[config.mk]
export PLATFORM = sky130hd
export DESIGN_NAME = char_anim_state_ctrl
export DESIGN_NICKNAME = d
export VERILOG_FILES = /design/src/rtl/char_anim_pkg.sv /design/src/rtl/char_id_debouncer.sv /design/src/rtl/char_anim_state_ctrl.sv
export SDC_FILE = /design/constraint.sdc
export NUM_CORES = 1
export LEC_CHECK = 0
export ABC_AREA = 1
export CAP_MARGIN = 30
export CORE_ASPECT_RATIO = 1.5
export CORE_UTILIZATION = 45
export DETAILED_ROUTE_END_ITERATION = 10
export PLACE_DENSITY = 0.69
export RECOVER_POWER = 50
export SETUP_SLACK_MARGIN = 0.1
export SLEW_MARGIN = 40
export SYNTH_ARGS = -nofsm -noshare
export SYNTH_HDL_FRONTEND = slang
export SYNTH_SLANG_ARGS = --single-unit
[constraint.sdc]
create_clock -name sys_clk -period 3.2 [get_ports sys_clk]
set_input_delay 0.96 -clock sys_clk [delete_from_list [all_inputs] [get_ports sys_clk]]
set_output_delay 0.96 -clock sys_clk [all_outputs]
set_load 0.1 [all_outputs]
[src/rtl/char_anim_pkg.sv]
// Shared encodings for the character animation path.
// The char_id codes are also used by the sprite display controller.
package char_anim_pkg;

    localparam int CHAR_ID_W = 3;

    typedef enum logic [CHAR_ID_W-1:0] {
        IDLE_1         = 3'd0,
        IDLE_2         = 3'd1,
        CHARGE         = 3'd2,
        JUMP_UP        = 3'd3,
        JUMP_DOWN      = 3'd4,
        FALL_TO_GROUND = 3'd5,
        SAFE_GROUND    = 3'd6
    } char_id_e;

    localparam logic [1:0] FACE_RIGHT = 2'b01;
    localparam logic [1:0] FACE_LEFT  = 2'b11;

    // Both idle frames count as "idle" when comparing pose candidates.
    function automatic logic is_idle(input logic [CHAR_ID_W-1:0] id);
        return (id == IDLE_1) || (id == IDLE_2);
    endfunction

endpackage

[src/rtl/char_id_debouncer.sv]
// Debounces level-driven pose candidates: a candidate must persist for
// DEBOUNCE_FRAMES consecutive frame ticks before it is committed.
module char_id_debouncer
    import char_anim_pkg::*;
#(
    parameter int DEBOUNCE_FRAMES = 2
) (
    input  logic                 sys_clk,
    input  logic                 sys_rst_n,
    input  logic                 tick,
    input  logic                 cand_valid,
    input  logic [CHAR_ID_W-1:0] cand_id,
    input  logic [CHAR_ID_W-1:0] cur_id,
    output logic                 commit
);

    localparam int STAB_W = $clog2(DEBOUNCE_FRAMES + 1);
    localparam logic [STAB_W-1:0] STAB_TARGET = STAB_W'(DEBOUNCE_FRAMES);
    localparam logic [STAB_W-1:0] STAB_ONE    = STAB_W'(1);

    logic [CHAR_ID_W-1:0] pend_id_reg, pend_id_next;
    logic [STAB_W-1:0]    stab_cnt_reg, stab_cnt_next;
    logic                 cand_matches_cur;
    logic                 commit_next;

    // Run-length of the pending candidate; ticks without a level candidate
    // (events, holds) break the run.
    always_comb begin
        cand_matches_cur = (cand_id == cur_id) || (is_idle(cand_id) && is_idle(cur_id));
        pend_id_next     = pend_id_reg;
        stab_cnt_next    = stab_cnt_reg;
        commit_next      = 1'b0;
        if (!cand_valid || cand_matches_cur) begin
            stab_cnt_next = '0;
        end else if ((stab_cnt_reg != '0) && (cand_id == pend_id_reg)) begin
            if ((stab_cnt_reg + STAB_ONE) == STAB_TARGET) begin
                commit_next   = 1'b1;
                stab_cnt_next = '0;
            end else begin
                stab_cnt_next = stab_cnt_reg + STAB_ONE;
            end
        end else begin
            pend_id_next = cand_id;
            if (STAB_ONE == STAB_TARGET) begin
                commit_next   = 1'b1;
                stab_cnt_next = '0;
            end else begin
                stab_cnt_next = STAB_ONE;
            end
        end
    end

    assign commit = tick & commit_next;

    // Debounce state advances only on frame ticks.
    always_ff @(posedge sys_clk) begin
        if (!sys_rst_n) begin
            pend_id_reg  <= IDLE_1;
            stab_cnt_reg <= '0;
        end else if (tick) begin
            pend_id_reg  <= pend_id_next;
            stab_cnt_reg <= stab_cnt_next;
        end
    end

endmodule

[src/rtl/char_anim_state_ctrl.sv]
// Character animation state controller: turns physics/control status into
// the sprite selector char_id and facing char_face, committing changes only
// on frame ticks. Optional macro CHAR_ID_FORCE_EN adds a force_en/force_id
// override of the registered char_id output.
module char_anim_state_ctrl
    import char_anim_pkg::*;
#(
    parameter int DEBOUNCE_FRAMES  = 2,
    parameter int IDLE_PERIOD      = 30,
    parameter int LAND_HOLD_FRAMES = 6,
    parameter int FALL_HOLD_FRAMES = 20,
    parameter int VY_WIDTH         = 10
) (
    input  logic                       sys_clk,
    input  logic                       sys_rst_n,
    input  logic                       frame_tick,
    input  logic                       char_on_ground,
    input  logic                       char_charging,
    input  logic signed [VY_WIDTH-1:0] char_vy,
    input  logic                       char_fell,
    input  logic signed [1:0]          char_dir,
`ifdef CHAR_ID_FORCE_EN
    input  logic                       force_en,
    input  logic [CHAR_ID_W-1:0]       force_id,
`endif
    output logic [CHAR_ID_W-1:0]       char_id,
    output logic signed [1:0]          char_face,
    output logic                       id_changed
);

    localparam int HOLD_MAX = (LAND_HOLD_FRAMES > FALL_HOLD_FRAMES) ? LAND_HOLD_FRAMES : FALL_HOLD_FRAMES;
    localparam int HOLD_W   = $clog2(HOLD_MAX + 1);
    localparam int IDLE_W   = (IDLE_PERIOD > 1) ? $clog2(IDLE_PERIOD) : 1;

    localparam logic [HOLD_W-1:0] HOLD_LAND = HOLD_W'(LAND_HOLD_FRAMES);
    localparam logic [HOLD_W-1:0] HOLD_FALL = HOLD_W'(FALL_HOLD_FRAMES);
    localparam logic [HOLD_W-1:0] HOLD_ONE  = HOLD_W'(1);
    localparam logic [IDLE_W-1:0] IDLE_LAST = IDLE_W'(IDLE_PERIOD - 1);
    localparam logic [IDLE_W-1:0] IDLE_ONE  = IDLE_W'(1);

    logic [CHAR_ID_W-1:0] id_reg, id_next;
    logic [CHAR_ID_W-1:0] char_id_reg, out_id_next;
    logic [1:0]           face_reg, face_next;
    logic                 id_changed_reg;
    logic [HOLD_W-1:0]    hold_cnt_reg, hold_next;
    logic [IDLE_W-1:0]    idle_cnt_reg, idle_next;
    logic                 fell_latch_reg;
    logic                 was_airborne_reg;

    logic                 vy_up;
    logic                 fell_now;
    logic                 cand_valid;
    logic [CHAR_ID_W-1:0] cand_id;
    logic                 rule_idle;
    logic                 deb_commit;

    assign vy_up    = !char_vy[VY_WIDTH-1] && (char_vy != '0);
    // A fall pulse on the tick cycle itself is honoured by that tick.
    assign fell_now = fell_latch_reg | char_fell;

    // Level-driven pose candidate for this tick (airborne, charge or idle).
    always_comb begin
        cand_valid = 1'b0;
        cand_id    = IDLE_1;
        rule_idle  = 1'b0;
        if (!char_on_ground) begin
            cand_valid = 1'b1;
            cand_id    = vy_up ? JUMP_UP : JUMP_DOWN;
        end else if (!fell_now && !was_airborne_reg && (hold_cnt_reg == '0)) begin
            cand_valid = 1'b1;
            if (char_charging) begin
                cand_id = CHARGE;
            end else begin
                cand_id   = IDLE_1;
                rule_idle = 1'b1;
            end
        end
    end

    char_id_debouncer #(
        .DEBOUNCE_FRAMES(DEBOUNCE_FRAMES)
    ) u_debouncer (
        .sys_clk    (sys_clk),
        .sys_rst_n  (sys_rst_n),
        .tick       (frame_tick),
        .cand_valid (cand_valid),
        .cand_id    (cand_id),
        .cur_id     (id_reg),
        .commit     (deb_commit)
    );

    // Priority evaluation of the pose rules plus facing update.
    always_comb begin
        id_next   = id_reg;
        hold_next = hold_cnt_reg;
        idle_next = idle_cnt_reg;
        face_next = face_reg;
        if (!char_on_ground) begin
            hold_next = '0;
            if (deb_commit) begin
                id_next = cand_id;
            end
        end else if (fell_now) begin
            id_next   = FALL_TO_GROUND;
            hold_next = HOLD_FALL;
        end else if (was_airborne_reg) begin
            id_next   = SAFE_GROUND;
            hold_next = HOLD_LAND;
        end else if (hold_cnt_reg != '0) begin
            hold_next = hold_cnt_reg - HOLD_ONE;
        end else if (deb_commit) begin
            id_next = cand_id;
            if (rule_idle) begin
                idle_next = '0;
            end
        end else if (rule_idle && is_idle(id_reg)) begin
            if (idle_cnt_reg == IDLE_LAST) begin
                id_next   = (id_reg == IDLE_1) ? IDLE_2 : IDLE_1;
                idle_next = '0;
            end else begin
                idle_next = idle_cnt_reg + IDLE_ONE;
            end
        end
        if (char_on_ground && !char_charging &&
            ((char_dir == FACE_RIGHT) || (char_dir == FACE_LEFT))) begin
            face_next = char_dir;
        end
    end

`ifdef CHAR_ID_FORCE_EN
    assign out_id_next = force_en ? force_id : id_next;
`else
    assign out_id_next = id_next;
`endif

    // State register: everything advances on frame ticks, except the fall
    // latch (any cycle) and the one-cycle id_changed pulse.
    always_ff @(posedge sys_clk) begin
        if (!sys_rst_n) begin
            id_reg           <= IDLE_1;
            char_id_reg      <= IDLE_1;
            face_reg         <= FACE_RIGHT;
            id_changed_reg   <= 1'b0;
            hold_cnt_reg     <= '0;
            idle_cnt_reg     <= '0;
            fell_latch_reg   <= 1'b0;
            was_airborne_reg <= 1'b0;
        end else begin
            id_changed_reg <= 1'b0;
            fell_latch_reg <= fell_latch_reg | char_fell;
            if (frame_tick) begin
                id_reg           <= id_next;
                char_id_reg      <= out_id_next;
                id_changed_reg   <= (out_id_next != char_id_reg);
                face_reg         <= face_next;
                hold_cnt_reg     <= hold_next;
                idle_cnt_reg     <= idle_next;
                fell_latch_reg   <= 1'b0;
                was_airborne_reg <= !char_on_ground;
            end
        end
    end

    assign char_id    = char_id_reg;
    assign char_face  = face_reg;
    assign id_changed = id_changed_reg;

endmodule

==> results.md <==
- CTS clk-pin slew, worst paths: 80 ps
- Biggest area consumer among synthesized cells: dfxtp_1
- Row count: 25
- Pin slew with the least headroom to its limit: around 1200 ps
- Post-detailed-route count of antenna-violating nets: 0
- Setup slack, reg-to-reg: 770 ps
- Placed cells: 309
- Maximum number of pins on one net before global-route repair: 13
- Grt ovf: 0
- R2R Path Start: hold_cnt_reg[0]
- CTS buffer count: 3
- M1 WL: 1620 µm
- Synth Register Bits: 23
- Hold crit path type: reg -> reg
- DR WL met3: 149 µm
- I/O pins: 24
- Post-synth top area share: 29.8%
- Via count: about 1.7k
- Final setup violating endpoints: 0
- Layout cells sized above 1: between 20% and 30%
- Number of global-route vias before repair: 1538
- Yosys Warn Count: 0
- Worst setup SP type: input port
- FMAX: 337 MHz
- Initial core utilization: 47.9%
- Metal2 WL: 2160 µm
- Fin. Hold Viols: 0
- Max-slew violations: 0
- Worst ir drop on vdd: 0.234 mV
- Port Buffers: 23
- Hold depth: 2
- RSZ-0062 raised after global routing: no
- Die area: 3670 µm²
- Final period utilization: 92.9%
- Clk_lat worst skew: between 200 and 300 ps
- Total routed wirelength: 4090 µm
- Bufs on Longest Clock Path: 2
- First-pass iteration count of the detailed router: 4
- Syn Area/Cell: 6.83 µm²
- Post-DP HPWL: 2960 µm
- R2R Path End: id_changed
- Sequential area share after synthesis: 29.8%
- Post-synthesis cell area: between 1500 and 2000 µm²
- DRC errors left: 0
- Clock sink count: 23
- CP max FO: 4
- Synth unique cells: 38
- Area contributors post-synth: dfxtp_1, nand2_1, inv_1, nand3_1, o21ai_0
- Hold endpoint: char_face[1]
- Reg2reg path depth: 20
- Die width: 49.8 µm
- Hold_buf cts: 0
- EDFF count, synth: 0
- Vias per inst: 5.15
- Leak: 1.04 nW
- Synth Flop Type: dfxtp_1
- GP Congestion: 0.906
- Routed len/inst: 12.7 µm
- CTS root buffer: clkbuf_8
- Max-cap violations: 0
- Min Tclk post-route: 2970 ps
- Worst slew margin: between 20% and 30%
- Die Span Y: 73.7 µm
- Core footprint: 3220 µm²
- Syn Inst Count: 226
- Critical Path RT: between 3000 and 4000 ps
- Total GRT Usage: 22.7%
- N_diodes: 0
- Post-synthesis net count: 248
- Iter 0 DRT Violations: 31
- # H-tree levels: 1
- Crit end category: flop
- Commonest non-fill, non-tap cells in the layout: nand2_1, inv_1, buf_4
- Uppermost layer routed: met4
- Hold Path Origin: char_face[1]
- First-pass GRT wire length: 6480 µm
- Area Growth Syn to Fin: 40.9%
- Status: finished, final reports clean
- Worst Path Arrival: 3190 ps
- Post-route insts no fill: between 300 and 400
- Final Net Count: 304
- Commonest non-fill, non-tap cell in the layout: nand2_1
- Initial antenna violation count: 0
- Post-synth ARST share: 0%
- Total Power: 0.000739 W
- Pwr/cell area: 340 nW/µm²
- TritonCTS clock tree: yes
- Clock skew: ~1.6 ps
- WS Path Type: in -> reg
[metal layers]
layer | up-vias | global-route usage, %
li1 | 843 | -
met1 | 748 | 24.0
met3 | 16 | 3.11
met2 | 46 | 42.6
met5 | - | 0
met4 | 0 | 11.7
[timing repair]
action / CTS / global route
resized for setup: 0 / 39
buffers inserted: 0 / 8
setup endpoints to repair: 0 / 7
[Yosys cell counts (2+ instances only)]
cell,n
a21oi_1,12
nor2_8,2
o21ai_0,15
nand2_1,60
dfxtp_1,23
inv_1,34
nand3_2,2
o211ai_1,2
nor3_1,2
a211oi_1,3
nand3_1,15
nor2_2,3
xor2_1,2
nor2_1,19
ha_1,4
nand3_4,2
nand4_1,3
nand2_2,3
[through the flow]
stage	hold slack (ps)	instance area [µm²]	utilization [%]	worst slack [ps]	setup TNS, ps
2_1_floorplan	442	1540	-	488	0
3_3_place_gp	437	1960	60.8	-94.1	-267
3_5_place_dp	442	1960	60.8	-106	-238
4_1_cts	457	2000	62.2	166	0
5_1_grt	485	2170	67.5	83.2	0
6_report	452	2170	67.5	228	0
[where the power goes]
| part | internal, W | switching [W] | leakage (nW) | total (W) |
|---|---|---|---|---|
| clock network | 0.0000888 | 0.0000895 | 0.0228 | 0.000178 |
| registers | 0.000301 | 0.0000127 | 0.188 | 0.000314 |
| logic | 0.0000960 | 0.000151 | 0.825 | 0.000247 |
[critical path: stages]
cell	delay, ps
clkdlybuf4s50_1	460
nor2_1	30
and2_1	130
nand2_2	120
nand2_4	70
nand2_4	90
nand2_2	50
nand2_2	70
nor2_2	40
nand2_2	90
nand3_4	100
buf_6	140
buf_4	120
o21bai_1	140
nand2_1	70
nand2_1	50
nand2_1	40
nand2_1	60
nand2_2	70
nand2_2	60
nand2_1	50
nand3_1	60
nand2_1	50
inv_1	40
[cells by family (layout without fill, tap and decap cells)]
kind of cell,count (synthesis),count (layout),synth area share [%]
AOI/OAI and AO/OA,41,41,17.0
buffers and inverters,37,92,9.81
DFF,23,23,29.8
xor gates and xnor gates,3,3,1.70
adders and majority gates,4,4,3.24
and+or+nand+nor,118,118,38.4
[worst max path at each step]
stage,startpoint,to,depth (start not counted)
CTS,char_vy[0],id_changed,21
global placement,char_vy[7],id_changed,19
finish,char_vy[1],id_changed,24
detailed placement,char_vy[0],id_changed,21
global route,char_vy[2],id_changed,24
floorplan,char_on_ground,id_changed,20
[area by class of cell]
| class | count | area [µm²] |
|---|---|---|
| Clock buffer | 4 | 45.0 |
| Tap cell | 40 | 50.0 |
| Fill cell | 286 | 1050 |
| Sequential cell | 23 | 460 |
| Timing Repair Buffer | 53 | 448 |
| Multi-Input combinational cell | 166 | 1030 |
| Inverter | 35 | 136 |
Note: power is estimated with default switching activity, not from simulation.
